===== src/rtl/fp_arbiter.sv =====
// Fixed-priority queue arbiter: registered grant with valid/ready handshake.
// Define FP_ARBITER_RR_TIEBREAK_EN for round-robin among equal-priority queues.
module fp_arbiter #(
    parameter int  NUMBER_OF_QUEUES = 4,
    parameter int  PRIORITY_SIZE    = 32,
    localparam int SELECTION_SIZE   = $clog2(NUMBER_OF_QUEUES)
) (
    input  logic                                             clock,
    input  logic                                             reset,
    input  logic [NUMBER_OF_QUEUES-1:0][PRIORITY_SIZE-1:0]   priorities,
    input  logic [NUMBER_OF_QUEUES-1:0]                      empty,
    input  logic                                             ready,
    output logic                                             valid,
    output logic [SELECTION_SIZE-1:0]                        selection,
    output logic [SELECTION_SIZE-1:0]                        last_grant
);

    typedef enum logic {IDLE, GRANT} state_t;

    state_t                    state, state_nxt;
    logic [SELECTION_SIZE-1:0] sel_nxt, last_nxt;
    logic [SELECTION_SIZE-1:0] winner;
    logic [PRIORITY_SIZE-1:0]  best;
    logic                      has_winner;
    logic                      handshake;

    assign valid     = (state == GRANT);
    assign handshake = valid && ready;

`ifdef FP_ARBITER_RR_TIEBREAK_EN
    // The grant being accepted this cycle counts as the most recent one,
    // otherwise back-to-back tied grants would repeat the same queue.
    logic [SELECTION_SIZE-1:0] rr_ptr;
    logic                      rr_found;
    int                        idx;
    assign rr_ptr = handshake ? selection : last_grant;
`endif

    always_comb begin
        has_winner = 1'b0;
        best       = '0;
        winner     = '0;
        // Strict compare keeps the lowest index among ties.
        for (int i = 0; i < NUMBER_OF_QUEUES; i++) begin
            if (!empty[i] && (!has_winner || priorities[i] > best)) begin
                has_winner = 1'b1;
                best       = priorities[i];
                winner     = SELECTION_SIZE'(i);
            end
        end
`ifdef FP_ARBITER_RR_TIEBREAK_EN
        rr_found = 1'b0;
        idx      = 0;
        for (int k = 1; k <= NUMBER_OF_QUEUES; k++) begin
            idx = (int'(rr_ptr) + k) % NUMBER_OF_QUEUES;
            if (!rr_found && !empty[idx] && priorities[idx] == best) begin
                rr_found = 1'b1;
                winner   = SELECTION_SIZE'(idx);
            end
        end
`endif
    end

    always_comb begin
        state_nxt = state;
        sel_nxt   = selection;
        last_nxt  = last_grant;
        case (state)
            IDLE: begin
                if (has_winner) begin
                    state_nxt = GRANT;
                    sel_nxt   = winner;
                end
            end
            GRANT: begin
                if (ready) begin
                    last_nxt = selection;
                    if (has_winner) sel_nxt = winner;
                    else            state_nxt = IDLE;
                end else if (empty[selection]) begin
                    state_nxt = IDLE;
                end
            end
            default: state_nxt = IDLE;
        endcase
    end

    always_ff @(posedge clock or negedge reset) begin
        if (!reset) begin
            state      <= IDLE;
            selection  <= '0;
            last_grant <= SELECTION_SIZE'(NUMBER_OF_QUEUES - 1);
        end else begin
            state      <= state_nxt;
            selection  <= sel_nxt;
            last_grant <= last_nxt;
        end
    end

endmodule

===== config.mk =====
export PLATFORM = sky130hd
export DESIGN_NAME = fp_arbiter
export DESIGN_NICKNAME = d
export VERILOG_FILES = /design/src/rtl/fp_arbiter.sv
export SDC_FILE = /design/constraint.sdc
export NUM_CORES = 1
export LEC_CHECK = 0
export BUFFER_PORTS_ARGS = -buffer_cell sky130_fd_sc_hd__buf_2
export CORE_MARGIN = 2
export CORE_UTILIZATION = 34
export DETAILED_ROUTE_END_ITERATION = 10
export PLACE_DENSITY_LB_ADDON = 0.05
export SLEW_MARGIN = 0
export SYNTH_ARGS = -nofsm -noshare
export SYNTH_HDL_FRONTEND = slang
export SYNTH_SLANG_ARGS = --single-unit

===== constraint.sdc =====
create_clock -name clock -period 1.7 [get_ports clock]
set_input_delay 0.17 -clock clock [delete_from_list [all_inputs] [get_ports clock]]
set_output_delay 0.17 -clock clock [all_outputs]
set_load 0.01 [all_outputs]

### Word level (Yosys, flattened, before mapping)

Index checks and enable logic that the tools add are counted.

| word-level totals | value |
|---|---|
| register bits after elaboration | 5 |
| logic and storage cells | 40 |
| input port bits | 135 |

| cells by class | value |
|---|---|
| eq/ne operators | 1 |
| order comparisons | 4 |
| reductions and logical operators | 12 |
| bitwise operators | 1 |
| mux-type cells | 19 |

Operator list:

| operator | count |
|---|---|
| 32-bit greater-than comparator | 3 |
| 32-bit two-way mux | 3 |
| 1-bit two-way mux | 9 |
| 2-bit two-way mux | 4 |
| 1-bit zero test | 5 |
| 2-bit case mux with 2 select lines | 1 |
| 1-bit logical AND | 3 |
| 1-bit logical OR | 3 |
| 2-bit by 3-bit less-than comparator with 1-bit output (second input constant) | 1 |
| 1-bit binary-select mux with 2-bit select | 1 |
| 2-bit inequality test (second input constant) | 1 |
| 1-bit case mux with 2 select lines | 1 |
| 2-bit AND reduction | 1 |
| 1-bit NOT | 1 |

### Logic depth before layout (Yosys ltp)

| logic depth | value |
|---|---|
| depth after elaboration | 16 |
| mapped depth | 29 |
| gate-level depth less buffers | 25 |

### Least setup slack after synthesis

No wires, ideal clock.

| timing path | value |
|---|---|
| kind | input to register |
| start | in empty[0] |
| end | reg selection[0] |
| buffers on the path | 4 |
| arrival | 6.086 ns |
| stages on the path | 28 |
| setup slack | -4.507 ns |
| setup time | 0.121 ns |
| required time | 1.579 ns |
| path through | clkinv_1 > buf_1 > clkbuf_1 > nand2_1 > ha_1 > a21oi_1 > o21ai_0 > a221o_1 > a211o_1 > a2bb2oi_2 > buf_4 > a32oi_2 > ha_1 > nand4_1 > nor4_1 > a31o_2 > nor2_1 > a21oi_2 > clkbuf_1 > nor2_1 > a21o_1 > ha_1 > a21o_1 > a21o_1 > a211o_1 > a2111oi_0 > a21oi_1 > o22a_1 |

| on the way | value |
|---|---|
| word-level cells in the longest chain between the ends | 16 |
| elaborated cells on any way between the ends | 24 |
| those cells by class | 3 x order compare; 13 x mux; 8 x reduce/logical |

Ends and longest elaborated chain:

| what | line | text |
|---|---|---|
| start: declaration | 11 | `input logic [NUMBER_OF_QUEUES-1:0] empty,` |
| 32-bit two-way mux | 45 | `if (!empty[i] && (!has_winner \|\| priorities[i] > best)) begin` |
| 32-bit greater-than comparator | 45 |  |
| 1-bit logical OR | 45 |  |
| 1-bit logical AND | 45 |  |
| 32-bit two-way mux or 1-bit two-way mux (tied branches) | 45 |  |
| 32-bit greater-than comparator or 1-bit zero test (tied branches) | 45 |  |
| 1-bit logical OR | 45 |  |
| 1-bit logical AND | 45 |  |
| 32-bit two-way mux or 1-bit two-way mux (tied branches) | 45 |  |
| 32-bit greater-than comparator or 1-bit zero test (tied branches) | 45 |  |
| 1-bit logical OR | 45 |  |
| 1-bit logical AND | 45 |  |
| 2-bit two-way mux or 1-bit two-way mux (tied branches) | 45 |  |
| 2-bit two-way mux * | 70, 78 |  |
| 2-bit two-way mux | 76 | `if (ready) begin` |
| 2-bit case mux with 2 select lines * | 68 | `case (state)` |
| end signal: assignment | 95 | `selection <= sel_nxt;` |
| end: declaration | 14 | `output logic [SELECTION_SIZE-1:0] selection,` |

Mark *: on every way between the ends. The rest lies on a longest branch, timed or not. The select of a mux whose other input is x is not followed.
A chain may end at the register's enable or synchronous reset.

### Worst setup path after layout

| timing path | value |
|---|---|
| start | in empty[0] |
| end | reg selection[1] |

The elaborated chain is that of the path after synthesis.

==> out/qor.yml <==
pwr:
  leakagePower_nw: 3.17
  p_sw_frac: 0.428
  seqPwrFrac: 0.071
  worst_ir_drop_vdd_uv: 706
  powerDensity_nw_per_um2: 430
  power_switching_mw: 1.20
  pwr-share-clk: 0.077
  combPwrFrac: 0.852
  p_int_mw: 1.60
setup_path:
  cpMaxStageDelayCell: "o311a_4"
  cpPeakStageDelay_ps: 430
  rr_worst_depth: 5
  crit_path_start: "empty[0]"
  critical_path_required_ps: 1800
  cp.arrival_ps: 5690
  crit_top_cell: "nor2_1"
  critical_path.startpoint_type: "primary input"
  reg2reg_slack_ps: 240
  cp-end-kind: "flip-flop"
  worstSetupPathType: "in2reg"
  r2r-end: "selection[1]"
  crit_path_max_fanout: 15
  r2r-start: "valid"
timing:
  fin_crit_sh: 3.29
  skew_ps: 0.838
  layout_setup_ws_ps: -3890
  worst_slew_pin_slew_ps: 351
  period_minus_slack_ps: 5590
  rsz0062_at_grt: "yes"
  holdWs_ps: 291
  fmax_mhz: 179
  slew_headroom: 0.764
  finalHoldViolCount: 0
  setup_viol: 2
  maxSlewViolCount: 0
logic_synthesis:
  syn-instance-count: 422
  synth_top_area_cell: "ha_1"
  yosysTopAreaCellShare: 0.347
  synth_seq_cells: 5
  async_flop_share: 1.00
  synth_area_leaders: "ha_1 (35%), a32oi_2 (14%), a21o_1 (9.3%), a21oi_1 (5.9%), nand2_1 (5.0%)"
  ys_types: 44
  synth_edf_count: 0
  synth_ff_type: "dfrtp_1"
  synthesis.area_um2: 3460
  yosysSeqAreaShare: 0.0368
  syn_nets: 653
  yosysWarnings: 0
  avgSynthCellArea_um2: 8.21
floorplan:
  boundaryPins: 140
  die_area_um2: 11000
  rows: 36
  fp.dieW_um: 105
  start_util: 0.353
  coreArea_um2: 9820
  die_y_um: 105
cts:
  clk_pin_slew_ps: 30
  clock_latency_ps: 220
  numCtsBuffers: 3
  cts_tree: "done"
  root_buffer: "clkbuf_8"
  cts.sink_count: 5
  cts.path.max_buffers: 2
  htree_num_levels: 1
layout:
  num-fill-cells: 846
  final_nets: 956
  diodes: 0
  regArea_um2: 128
  multi_input_area_um2: 3830
  drive_gt1_frac: 0.579
  final-instance-count-excl-fill: 857
  utilization: 0.662
  design_area_um2: 6500
  syn2layout_area_growth_pct: 87.6
global_routing:
  grt_max_degree: 23
  antenna_found_initial: 0
  gr-total-overflow: 0
  grt_use_total: 0.244
  grt_pass1_vias: 4629
  grt_pass1_wl_um: 22100
route:
  vias_per_cell: 5.33
  wire_per_inst_um: 16.9
  ant_nets: 0
  drtIter0Drc: 133
  drt-pass1-iter-count: 5
  wl_um: 14500
  post-route-drc-count: 0
  num_vias: 4565
placed_design:
  placed_area_um2: 5630
  dp_hpwl_um: 11500
  io_buffers: 139
  place_inst: 817
  gp_congestion: 0.888
  dp_slack_ps: -4270
run_status:
  status: "finished, violations left"
  violations: "negative setup slack"
min_path:
  min_path_type: "in2reg"
  worstHoldStart: "ready"
  min_to: "valid"
  hold_depth: 4
run:
  drv_cap: 0
## per-layer routing
layer,up-vias,GRT usage,part of all wire
met2,148,0.423,0.48
li1,2284,-,-
met4,0,0.0410,0.011
met5,-,0,0
met3,10,0.0200,0.049
met1,2123,0.333,0.46
## synthesized netlist by cell type (all sizes together) (3+ instances only)
library cell	number
a21o	43
a21oi	42
a22oi	3
a32oi	31
buf	8
clkbuf	10
dfrtp	3
ha	96
inv	7
mux2	3
nand2	46
nand3	7
nand4	22
nor2	42
nor2b	6
nor3	6
nor4	4
o211ai	4
o21ai	12
## cell families (layout without fill, tap and decap cells)
| family | after synthesis | count (layout) | synth area share |
|---|---|---|---|
| AOI/OAI and AO/OA | 153 | 154 | 0.380 |
| adders and majority gates | 96 | 96 | 0.347 |
| muxes | 4 | 4 | 0.0163 |
| buffers and inverters | 26 | 327 | 0.0379 |
| DFF | 5 | 5 | 0.0368 |
| and+or+nand+nor | 138 | 138 | 0.183 |
## repair_timing
item / in CTS / in global routing
hold endpoints to repair: 5 / 0
buffers inserted: 12 / 15
setup endpoints to repair: 2 / 2
hold buffers: 1 / 0
pin swaps: 10 / 25
resized for setup: 29 / 40
cloned: 3 / 5
## worst max-delay path: cells and delay by family
family	cells	cell delay, ps
buf+inv	5	680
compound gates	13	3070
fa+ha+maj	3	690
simple gates	8	1050
## flip-flops by register name (all words and copies together), names as in the netlist
register / count
valid: 1
last_grant: 2
selection: 2
## layout by cell type, fill, tap and decap left out, types with 3 or more instances in the layout
| cell | n |
|---|---|
| nor3_1 | 5 |
| a21oi_2 | 4 |
| nand2_1 | 34 |
| ha_4 | 28 |
| mux2_2 | 3 |
| o211ai_1 | 4 |
| nor2_1 | 41 |
| clkbuf_16 | 3 |
| nor2b_1 | 6 |
| o21ai_0 | 10 |
| nand3_1 | 6 |
| buf_12 | 8 |
| buf_2 | 138 |
| a21o_1 | 43 |
| a32oi_2 | 26 |
| inv_1 | 7 |
| nand4_1 | 22 |
| buf_6 | 6 |
| dfrtp_1 | 3 |
| a32oi_4 | 4 |
| nand2_4 | 4 |
| buf_4 | 153 |
| nand2_2 | 8 |
| clkbuf_8 | 3 |
| ha_1 | 68 |
| a21oi_1 | 37 |
## through the flow
step	TNS [ps]	power, mW
after CTS	-7530	2.56
after detailed placement	-8540	2.18
after global routing	-8440	3.05
final	-7780	2.79
after global placement	-8380	2.13
after floorplan	-7420	1.29
## layout make-up
class                      instances  share of cell area
inverter                           8             0.00866
timing repair inverter             3             0.00885
clock buffer                       4             0.00693
sequential                         5              0.0196
multi-input combinational        392               0.589
tap                              133              0.0256
timing repair buffer             312               0.342
## power groups by stage
stage	Clock [mW]	Combinational [mW]	Sequential [mW]
floorplan	0	1.08	0.212
global placement	0	1.93	0.197
detailed placement	0	1.98	0.198
CTS	0.220	2.14	0.198
global route	0.236	2.61	0.205
finish	0.215	2.38	0.198
## how the worst max path moves through the flow
stage	endpoint	cells past startpoint
after global routing	selection[1]	29
after CTS	selection[1]	27
after global placement	selection[0]	28
final	selection[1]	29
after detailed placement	selection[1]	28
after floorplan	selection[0]	28
(Power assumes the default switching activity.)
